<file path="config.mk">
export PLATFORM = sky130hd
export DESIGN_NAME = dmem_bus_if
export DESIGN_NICKNAME = d
export VERILOG_FILES = /design/src/rtl/dmem_bus_if_pkg.sv /design/src/rtl/dmem_lane_align.sv /design/src/rtl/dmem_bus_if.sv
export SDC_FILE = /design/constraint.sdc
export NUM_CORES = 1
export LEC_CHECK = 0
export BUFFER_PORTS_ARGS = -buffer_cell sky130_fd_sc_hd__buf_2
export CORE_ASPECT_RATIO = 2
export CORE_MARGIN = 10
export CORE_UTILIZATION = 30
export CTS_CLUSTER_DIAMETER = 80
export CTS_CLUSTER_SIZE = 12
export DETAILED_ROUTE_END_ITERATION = 10
export PLACE_DENSITY = 0.59
export SYNTH_ARGS = -nofsm -noshare
export SYNTH_HDL_FRONTEND = slang
export SYNTH_SLANG_ARGS = --single-unit
</file>
<file path="constraint.sdc">
create_clock -name clk -period 5.7 [get_ports clk]
set_clock_uncertainty 0.05 [all_clocks]
set_input_delay 0.285 -clock clk [delete_from_list [all_inputs] [get_ports clk]]
set_output_delay 0.285 -clock clk [all_outputs]
set_load 0.05 [all_outputs]
</file>
<file path="src/rtl/dmem_bus_if_pkg.sv">
// Shared constants for the data-memory bus interface: access-size
// encodings, FSM state encoding and default parameter values.
package dmem_bus_if_pkg;

    // Access size encoding, shared by req_size and the SIZE bus output
    localparam logic [1:0] SZ_BYTE = 2'b00;
    localparam logic [1:0] SZ_HALF = 2'b01;
    localparam logic [1:0] SZ_WORD = 2'b10;

    // Default bounded-wait settings
    localparam int TIMEOUT_DEFAULT = 255;
    localparam int CNT_W_DEFAULT   = 16;

    // Transfer sequencer states
    typedef enum logic [1:0] {
        ST_IDLE = 2'b00,
        ST_BUS  = 2'b01,
        ST_RESP = 2'b10
    } state_t;

endpackage

</file>
<file path="src/rtl/dmem_lane_align.sv">
// Combinational byte-lane handling: write-lane replication and the
// legality check on the incoming request, and read-lane extraction with
// sign/zero extension on the captured bus data.
module dmem_lane_align (
    input  logic [1:0]  wr_size,
    input  logic [1:0]  wr_addr_lo,
    input  logic [31:0] wr_data,
    output logic [31:0] wr_lanes,
    output logic        illegal,
    input  logic [1:0]  rd_size,
    input  logic [1:0]  rd_addr_lo,
    input  logic        rd_sign,
    input  logic [31:0] rd_bus,
    output logic [31:0] rd_data
);
    import dmem_bus_if_pkg::*;

    logic [7:0]  byte_s;
    logic [15:0] half_s;

    // Replicate narrow store data across every lane it could land on
    always_comb begin
        wr_lanes = wr_data;
        case (wr_size)
            SZ_BYTE: wr_lanes = {4{wr_data[7:0]}};
            SZ_HALF: wr_lanes = {2{wr_data[15:0]}};
            SZ_WORD: wr_lanes = wr_data;
            default: wr_lanes = wr_data;
        endcase
    end

    // Flag an illegal size or an address not aligned to the access size
    always_comb begin
        illegal = 1'b1;
        case (wr_size)
            SZ_BYTE: illegal = 1'b0;
            SZ_HALF: illegal = wr_addr_lo[0];
            SZ_WORD: illegal = (wr_addr_lo != 2'b00);
            default: illegal = 1'b1;
        endcase
    end

    // Pick the addressed lane out of the bus word and extend it to 32 bits
    always_comb begin
        byte_s  = rd_bus[{rd_addr_lo, 3'b000} +: 8];
        half_s  = rd_bus[{rd_addr_lo[1], 4'b0000} +: 16];
        rd_data = rd_bus;
        case (rd_size)
            SZ_BYTE: rd_data = {{24{rd_sign & byte_s[7]}}, byte_s};
            SZ_HALF: rd_data = {{16{rd_sign & half_s[15]}}, half_s};
            SZ_WORD: rd_data = rd_bus;
            default: rd_data = 32'h0000_0000;
        endcase
    end

endmodule

</file>
<file path="src/rtl/dmem_bus_if.sv">
// Data-memory bus interface: takes one load/store from the MEM stage,
// runs the MREQ/ACKD_n handshake with a bounded wait, aligns lanes and
// returns a one-cycle response while stalling the pipeline meanwhile.
module dmem_bus_if #(
    parameter int TIMEOUT_CYCLES = 255,
    parameter int CNT_W          = 16
) (
    input  logic        clk,
    input  logic        rst,
    input  logic        req_valid,
    input  logic        req_write,
    input  logic [31:0] req_addr,
    input  logic [1:0]  req_size,
    input  logic        req_sign,
    input  logic [31:0] req_wdata,
    output logic        req_ready,
    output logic        stall,
    output logic        rsp_valid,
    output logic [31:0] rsp_rdata,
    output logic        rsp_err,
    output logic [31:0] DAD,
    output logic [31:0] DDT_out,
    output logic        DDT_oe,
    input  logic [31:0] DDT_in,
    output logic        MREQ,
    output logic        WRITE,
    output logic [1:0]  SIZE,
    input  logic        ACKD_n
);
    import dmem_bus_if_pkg::*;

    state_t           state_r;
    state_t           state_s;
    logic [CNT_W-1:0] cnt_r;
    logic             write_r;
    logic             sign_r;

    logic             accept_s;
    logic             illegal_s;
    logic             ack_s;
    logic             timeout_s;
    logic [31:0]      wr_lanes_s;
    logic [31:0]      rd_ext_s;

    dmem_lane_align u_align (
        .wr_size    (req_size),
        .wr_addr_lo (req_addr[1:0]),
        .wr_data    (req_wdata),
        .wr_lanes   (wr_lanes_s),
        .illegal    (illegal_s),
        .rd_size    (SIZE),
        .rd_addr_lo (DAD[1:0]),
        .rd_sign    (sign_r),
        .rd_bus     (DDT_in),
        .rd_data    (rd_ext_s)
    );

    assign req_ready = (state_r == ST_IDLE);
    assign accept_s  = req_valid & req_ready;
    assign ack_s     = ~ACKD_n;
    // Counter holds the number of BUS cycles already completed
    assign timeout_s = (cnt_r == CNT_W'(TIMEOUT_CYCLES - 1));
    // Stall covers the accept cycle and every BUS cycle, released in RESP
    assign stall     = accept_s | (state_r == ST_BUS);

    // State register with asynchronous clear
    always_ff @(posedge clk or negedge rst) begin
        if (!rst) begin
            state_r <= ST_IDLE;
        end else begin
            state_r <= state_s;
        end
    end

    // Next-state selection: accept, wait for ack or timeout, one response cycle
    always_comb begin
        state_s = state_r;
        case (state_r)
            ST_IDLE: begin
                if (accept_s) begin
                    if (illegal_s) begin
                        state_s = ST_RESP;
                    end else begin
                        state_s = ST_BUS;
                    end
                end else begin
                    state_s = ST_IDLE;
                end
            end
            ST_BUS: begin
                if (ack_s || timeout_s) begin
                    state_s = ST_RESP;
                end else begin
                    state_s = ST_BUS;
                end
            end
            ST_RESP: state_s = ST_IDLE;
            default: state_s = ST_IDLE;
        endcase
    end

    // Bus outputs, wait counter, request latches and response registers
    always_ff @(posedge clk or negedge rst) begin
        if (!rst) begin
            MREQ      <= 1'b0;
            WRITE     <= 1'b0;
            DDT_oe    <= 1'b0;
            DAD       <= 32'h0000_0000;
            SIZE      <= 2'b00;
            DDT_out   <= 32'h0000_0000;
            rsp_valid <= 1'b0;
            rsp_rdata <= 32'h0000_0000;
            rsp_err   <= 1'b0;
            cnt_r     <= {CNT_W{1'b0}};
            write_r   <= 1'b0;
            sign_r    <= 1'b0;
        end else begin
            rsp_valid <= 1'b0;
            case (state_r)
                ST_IDLE: begin
                    if (accept_s) begin
                        if (illegal_s) begin
                            rsp_valid <= 1'b1;
                            rsp_err   <= 1'b1;
                            rsp_rdata <= 32'h0000_0000;
                        end else begin
                            MREQ    <= 1'b1;
                            WRITE   <= req_write;
                            DDT_oe  <= req_write;
                            DAD     <= req_addr;
                            SIZE    <= req_size;
                            DDT_out <= req_write ? wr_lanes_s : 32'h0000_0000;
                            write_r <= req_write;
                            sign_r  <= req_sign;
                            cnt_r   <= {CNT_W{1'b0}};
                        end
                    end
                end
                ST_BUS: begin
                    if (ack_s) begin
                        MREQ      <= 1'b0;
                        WRITE     <= 1'b0;
                        DDT_oe    <= 1'b0;
                        rsp_valid <= 1'b1;
                        rsp_err   <= 1'b0;
                        rsp_rdata <= write_r ? 32'h0000_0000 : rd_ext_s;
                    end else if (timeout_s) begin
                        MREQ      <= 1'b0;
                        WRITE     <= 1'b0;
                        DDT_oe    <= 1'b0;
                        rsp_valid <= 1'b1;
                        rsp_err   <= 1'b1;
                        rsp_rdata <= 32'h0000_0000;
                    end else begin
                        cnt_r <= cnt_r + {{(CNT_W-1){1'b0}}, 1'b1};
                    end
                end
                ST_RESP: begin
                    rsp_valid <= 1'b0;
                end
                default: begin
                    MREQ   <= 1'b0;
                    WRITE  <= 1'b0;
                    DDT_oe <= 1'b0;
                end
            endcase
        end
    end

endmodule

</file>
# Word-level counts from Yosys, hierarchy flattened

Index checks and enable logic that the tools add are counted.

Bits in registers: 122
Output and inout bits: 105
Word-level logic and storage cells: 82
Input bits: 104

Muxes and demuxes: 37
Add/sub/neg operators: 1
Reductions and logical operators: 10
Equality and inequality tests: 13
Shifts and indexed selects: 2
Bitwise logic cells: 7

Operators with widths:

| operator              | number |
|---|---|
| $mux 32               | 6 |
| $pmux 32 s2           | 2 |
| $pmux 32 s3           | 1 |
| $mux 16               | 4 |
| $pmux 16 s2           | 1 |
| $shiftx 32x6->16      | 1 |
| $shiftx 32x6->8       | 1 |
| $add 16x1->16 const B | 1 |
| $eq 16x8->1 const B   | 1 |
| $mux 1                | 14 |
| $pmux 1 s3            | 3 |
| $reduce_and 4->1      | 2 |
| $eq 2x1->1 const B    | 3 |
| $eq 2x2->1 const B    | 3 |
| $logic_not 2->1       | 3 |
| $mux 2                | 3 |
| $ne 2x2->1 const B    | 3 |
| $reduce_and 5->1      | 1 |
| $ne 2x1->1 const B    | 2 |
| $pmux 1 s2            | 2 |
| $pmux 2 s2            | 1 |
| $reduce_bool 2->1     | 2 |
| $and 1x1->1           | 3 |
| $ne 3x3->1 const B    | 1 |
| other kinds (4)       | 6 |

# Longest topological paths before layout

Depth after elaboration: 6
Gate-level depth with buffers: 8
Depth with buffers taken out: 6

# By module

From an unflattened synthesis, not the netlist that was laid out.

Cell total of the unflattened synthesis: 593
Area, all modules: 6203.4 sq um

By module, submodules not included:

| module          | instances | sequential area each (sq um) | area each (sq um) | cells each |
|---|---|---|---|---|
| dmem_bus_if     | 1         | 3052.9                       | 4944.7            | 422 |
| dmem_lane_align | 1         | 0.0                          | 1258.7            | 171 |

# Worst setup path before layout

OpenSTA, ideal clock, no wires.

Path kind: register -> register
From: register DAD[1]
To: register rsp_rdata[20]
Library setup time: 121 ps
Period minus slack after synthesis: 2277 ps
Cell stages (with the launch flop): 7
Required time: 5529 ps
Path slack: 3423 ps
Arrival time: 2106 ps
Path buffers: 2
Cell sequence: dfrtp_1 -> buf_2 -> mux2_2 -> mux2i_1 -> clkbuf_1 -> o21ai_0 -> a22o_1

Word-level cells in the longest chain between the ends: 6
Elaborated cells on any way between the ends: 8
Those cells by class: shift (2); mux (4); bitwise (2)

Ends and longest elaborated chain:

| what                                                | line                                         | text |
|---|---|---|
| start, declared                                     | dmem_bus_if.sv:21                            | `output logic [31:0] DAD,` |
| start signal, assigned                              | dmem_bus_if.sv:130                           | `DAD <= req_addr;` |
| $shiftx 32x6->16 or $shiftx 32x6->8 (tied branches) | dmem_lane_align.sv:46, dmem_lane_align.sv:45 |  |
| $and 1x1->1, on equally long branches               | dmem_lane_align.sv:50, dmem_lane_align.sv:49 |  |
| $pmux 32 s3 (*)                                     | dmem_lane_align.sv:48                        | `case (rd_size)` |
| $mux 32 (*)                                         | dmem_bus_if.sv:146                           | `rsp_rdata <= write_r ? 32'h0000_0000 : rd_ext_s;` |
| $mux 32 (*)                                         | dmem_bus_if.sv:140                           | `if (ack_s) begin` |
| $pmux 32 s2 (*)                                     | dmem_bus_if.sv:119                           | `case (state_r)` |
| end signal, assigned                                | dmem_bus_if.sv:146                           |  |
| end, declared                                       | dmem_bus_if.sv:19                            | `output logic [31:0] rsp_rdata,` |

Every way passes the cells marked *; elsewhere a longest branch is shown, timed or not.
A chain may end at the register's enable or synchronous reset.

# Worst setup path in the final report

From: register DAD[1]
To: register rsp_rdata[23]

Same word-level chain as after synthesis.

==> impl_results.md <==
* Post-route ant nets at 0
* GRT busiest layer: met2
* Nets@finish at 952
* Most used DFF post-synth: dfrtp_1
* Design Area, Final at 0.00790 sq mm
* Pin count of the biggest net entering global routing at 80
* Post-synth ARST share at 100%
* Multi-input gate area at 0.00280 sq mm
* CP required at 5.94 ns
* Drt drc at 0
* Number of global-route vias before repair at 5763
* Setup bufs post-CTS at 0
* Post-DP HPWL at 15.6 mm
* Leak pwr at 4.04 nW
* Non-Filler Instances at 1122
* 1st-iter DRT viols at 334
* Yosys warnings at 0
* Synth unique cells at 55
* Vias per inst at 4.92
* Port bufs at 208
* Hold_ws at 0.0168 ns
* Met3 Usage GRT at 4.06%
* Cells after Synth at 659
* Final WL at 20.9 mm
* Top post-synthesis cells by area: dfrtp_1, nand2_1, mux2_2, o21ai_0, mux2i_1
* CP Max Fanout at 21
* RSZ-0062 raised after global routing: false
* Family with the most delay on the worst path: multiplexers
* Max-slew violations at 0
* Setup tns final at 0 ns
* Die Y at 221 um
* VDD IR max at 0.000254 V
* PwrDens at 543 mW/mm^2
* Clock Tree Root: clkbuf_16
* Worst Hold Class: in -> reg
* CTS Buf Count at 17
* Max Freq at 331 MHz
* Die outline area at 0.0266 sq mm
* Synth top area share at 50.0%
* Clock Sink Count at 121
* Ports at 209
* Initial Util at 30.4%
* First-pass GRT wire length at 32.8 mm
* Outcome: finished, final reports clean
* Chip width at 120 um
* Post-Syn Nets at 765
* CP Depth at 4
* Final period util at 53.0%
* H-tree Lvls at 4
* FP Rows at 73
* Met2 Use GR at 27.8%
* CP Capture Type: flip-flop
* CTS tree: yes
* Clock-pin slew on the worst setup and hold paths at 0.06 ns
* Register area share after synthesis at 50.0%
* Gp weighted congestion at 0.817
* FF+latch area at 0.00303 sq mm
* Syn avg cell area at 9.19 sq um
* Layout area overhead at 30.4%
* Drt wl/cell at 18.6 um
* Final hold violation count at 0
* Via count at 5523
* Slew margin rel. at 12.7%
* Crit path largest cell delay at 0.98 ns
* Share of layout cells above drive strength 1 at 33.1%
* Arrival time at the worst endpoint at 3.26 ns
* GRT Util Overall at 15.5%
* Fin util at 39.7%
* Count leader, synth: nand2_1
* Max Cap Viol at 0
* Placed cells at 1087
* Number of buffers and inverters on the critical path at 0
* FF+latch count, synth at 121
* Post-synth top area cell: dfrtp_1
* Synth cell count leaders: nand2_1, dfrtp_1, o21ai_0, nand3_1, clkbuf_1
* Measured slew at the worst slew-check pin at 1.27 ns
* Final setup fails at 0
* Largest buffer count on any clock path at 2
* GRT overflow at 0
* CP max stage cell: mux2i_1
* Critical path type: reg -> reg
* First-pass DRT Iterations at 4
* Worst-Skew Late Latency at 0.41 ns
* Final Critical Period at 3.02 ns
* EDFF count, synth at 0
* Core Area at 0.0199 sq mm
* R2R depth at 4
* Met1 GRT Util at 16.2%
* Netlist Area Pre-Place at 0.00606 sq mm
* Min-Delay Path Depth at 3
* Crit-path cells: mux2_2 -> mux2i_1 -> o21ai_0 -> a22o_1
* Placed Area at 0.00729 sq mm
* Antenna violations before repair at 2
* Startpoint types: flip-flop
* Filler instances at 2123
-- per-layer routing --
metal	vias up	part of all wire, %
met5	-	0.096
met4	2	2.3
met3	23	6.1
met2	162	54
met1	2655	37
li1	2681	-
-- final cells by class --
| cell class | count | area share [%] |
|---|---|---|
| antenna | 1 | 0.0317 |
| clock inverter | 13 | 1.79 |
| clock buffer | 19 | 5.73 |
| multi-input combinational | 480 | 35.4 |
| tap | 262 | 4.15 |
| sequential | 121 | 38.3 |
| timing repair buffer | 217 | 14.1 |
| inverter | 9 | 0.427 |
-- what timing repair did --
action / in CTS / in global routing
hold buffers: 2 / 0
resized for setup: 0 / 0
endpoints found under the hold margin: 60 / 0
-- registers in the layout (all words and copies together) (netlist names) --
signal,cells
DDT_out,32
rsp_err,1
write_r,1
rsp_rdata,32
cnt_r,16
SIZE,2
WRITE,1
MREQ,1
sign_r,1
DAD,32
state_r,1
rsp_valid,1
-- per-stage QoR --
stage | setup slack [ns] | total power, mW
after global placement | 2.80 | 3.22
after detailed placement | 2.73 | 3.24
after global routing | 2.53 | 4.52
after CTS | 2.72 | 4.35
after floorplan | 3.42 | 2.69
final | 2.68 | 4.29
-- where the power goes --
group	total (mW)	internal [mW]	switching, mW	leakage, nW
sequential	1.31	1.10	0.206	1.59
clock	1.09	0.670	0.420	0.286
combinational	1.89	0.468	1.42	2.16
-- cells by family (layout without fill, tap and decap cells) --
logic type / after synthesis / in the layout / share of synthesized area [%]
other cells: 0 / 1 / 0
flops: 121 / 121 / 50.0
buf+inv: 58 / 258 / 4.03
fa+ha+maj: 2 / 2 / 0.413
xor+xnor: 2 / 2 / 0.289
compound gates: 123 / 123 / 14.0
mux: 44 / 44 / 7.99
simple gates: 309 / 309 / 23.3
-- worst paths after layout --
kind                                             end  slack [ns]                     from
setup / recovery           rsp_rdata[23]$_DFFE_PN0P_        2.68       DAD[1]$_DFFE_PN0P_
hold / removal                   DAD[26]$_DFFE_PN0P_        0.02             req_addr[26]
setup reg to reg           rsp_rdata[23]$_DFFE_PN0P_        2.68       DAD[1]$_DFFE_PN0P_
hold reg to reg              DDT_out[17]$_DFFE_PN0P_        0.41  DDT_out[17]$_DFFE_PN0P_
max in group asynchronous         DAD[0]$_DFFE_PN0P_        3.83                      rst
min in group asynchronous     DDT_out[4]$_DFFE_PN0P_        0.45                      rst
-- cells in the final DEF (no fill, tap or decap), types with 3 or more instances in the layout --
cell type | synthesis | layout
o21ai_0 | 43 | 43
nand3_1 | 36 | 36
nor2_1 | 7 | 7
or4_1 | 6 | 6
a22o_1 | 16 | 16
buf_4 | 2 | 8
mux2i_1 | 18 | 18
nand2_1 | 210 | 210
clkinvlp_4 | 0 | 3
a21oi_1 | 16 | 16
a221o_1 | 5 | 5
nand4bb_1 | 4 | 4
a2bb2oi_1 | 4 | 4
mux2_2 | 25 | 25
nor3_1 | 4 | 4
o2bb2ai_1 | 11 | 11
o211ai_1 | 4 | 4
dfrtp_1 | 121 | 121
a221oi_1 | 3 | 3
inv_6 | 0 | 3
clkinv_2 | 0 | 3
a31oi_1 | 3 | 3
nor2b_1 | 3 | 3
or3_1 | 10 | 10
o311ai_0 | 3 | 3
nand2b_1 | 3 | 3
or3b_2 | 3 | 3
buf_2 | 7 | 207
nand3b_1 | 5 | 5
inv_1 | 9 | 9
o31ai_1 | 5 | 5
nand4_1 | 6 | 6
clkbuf_16 | 0 | 17
-- tightest hold or removal path: cells and delay by family --
family        cells  cell delay [ns]
buf+inv           1             0.07
simple gates      2             0.09
(Power assumes the default switching activity.)
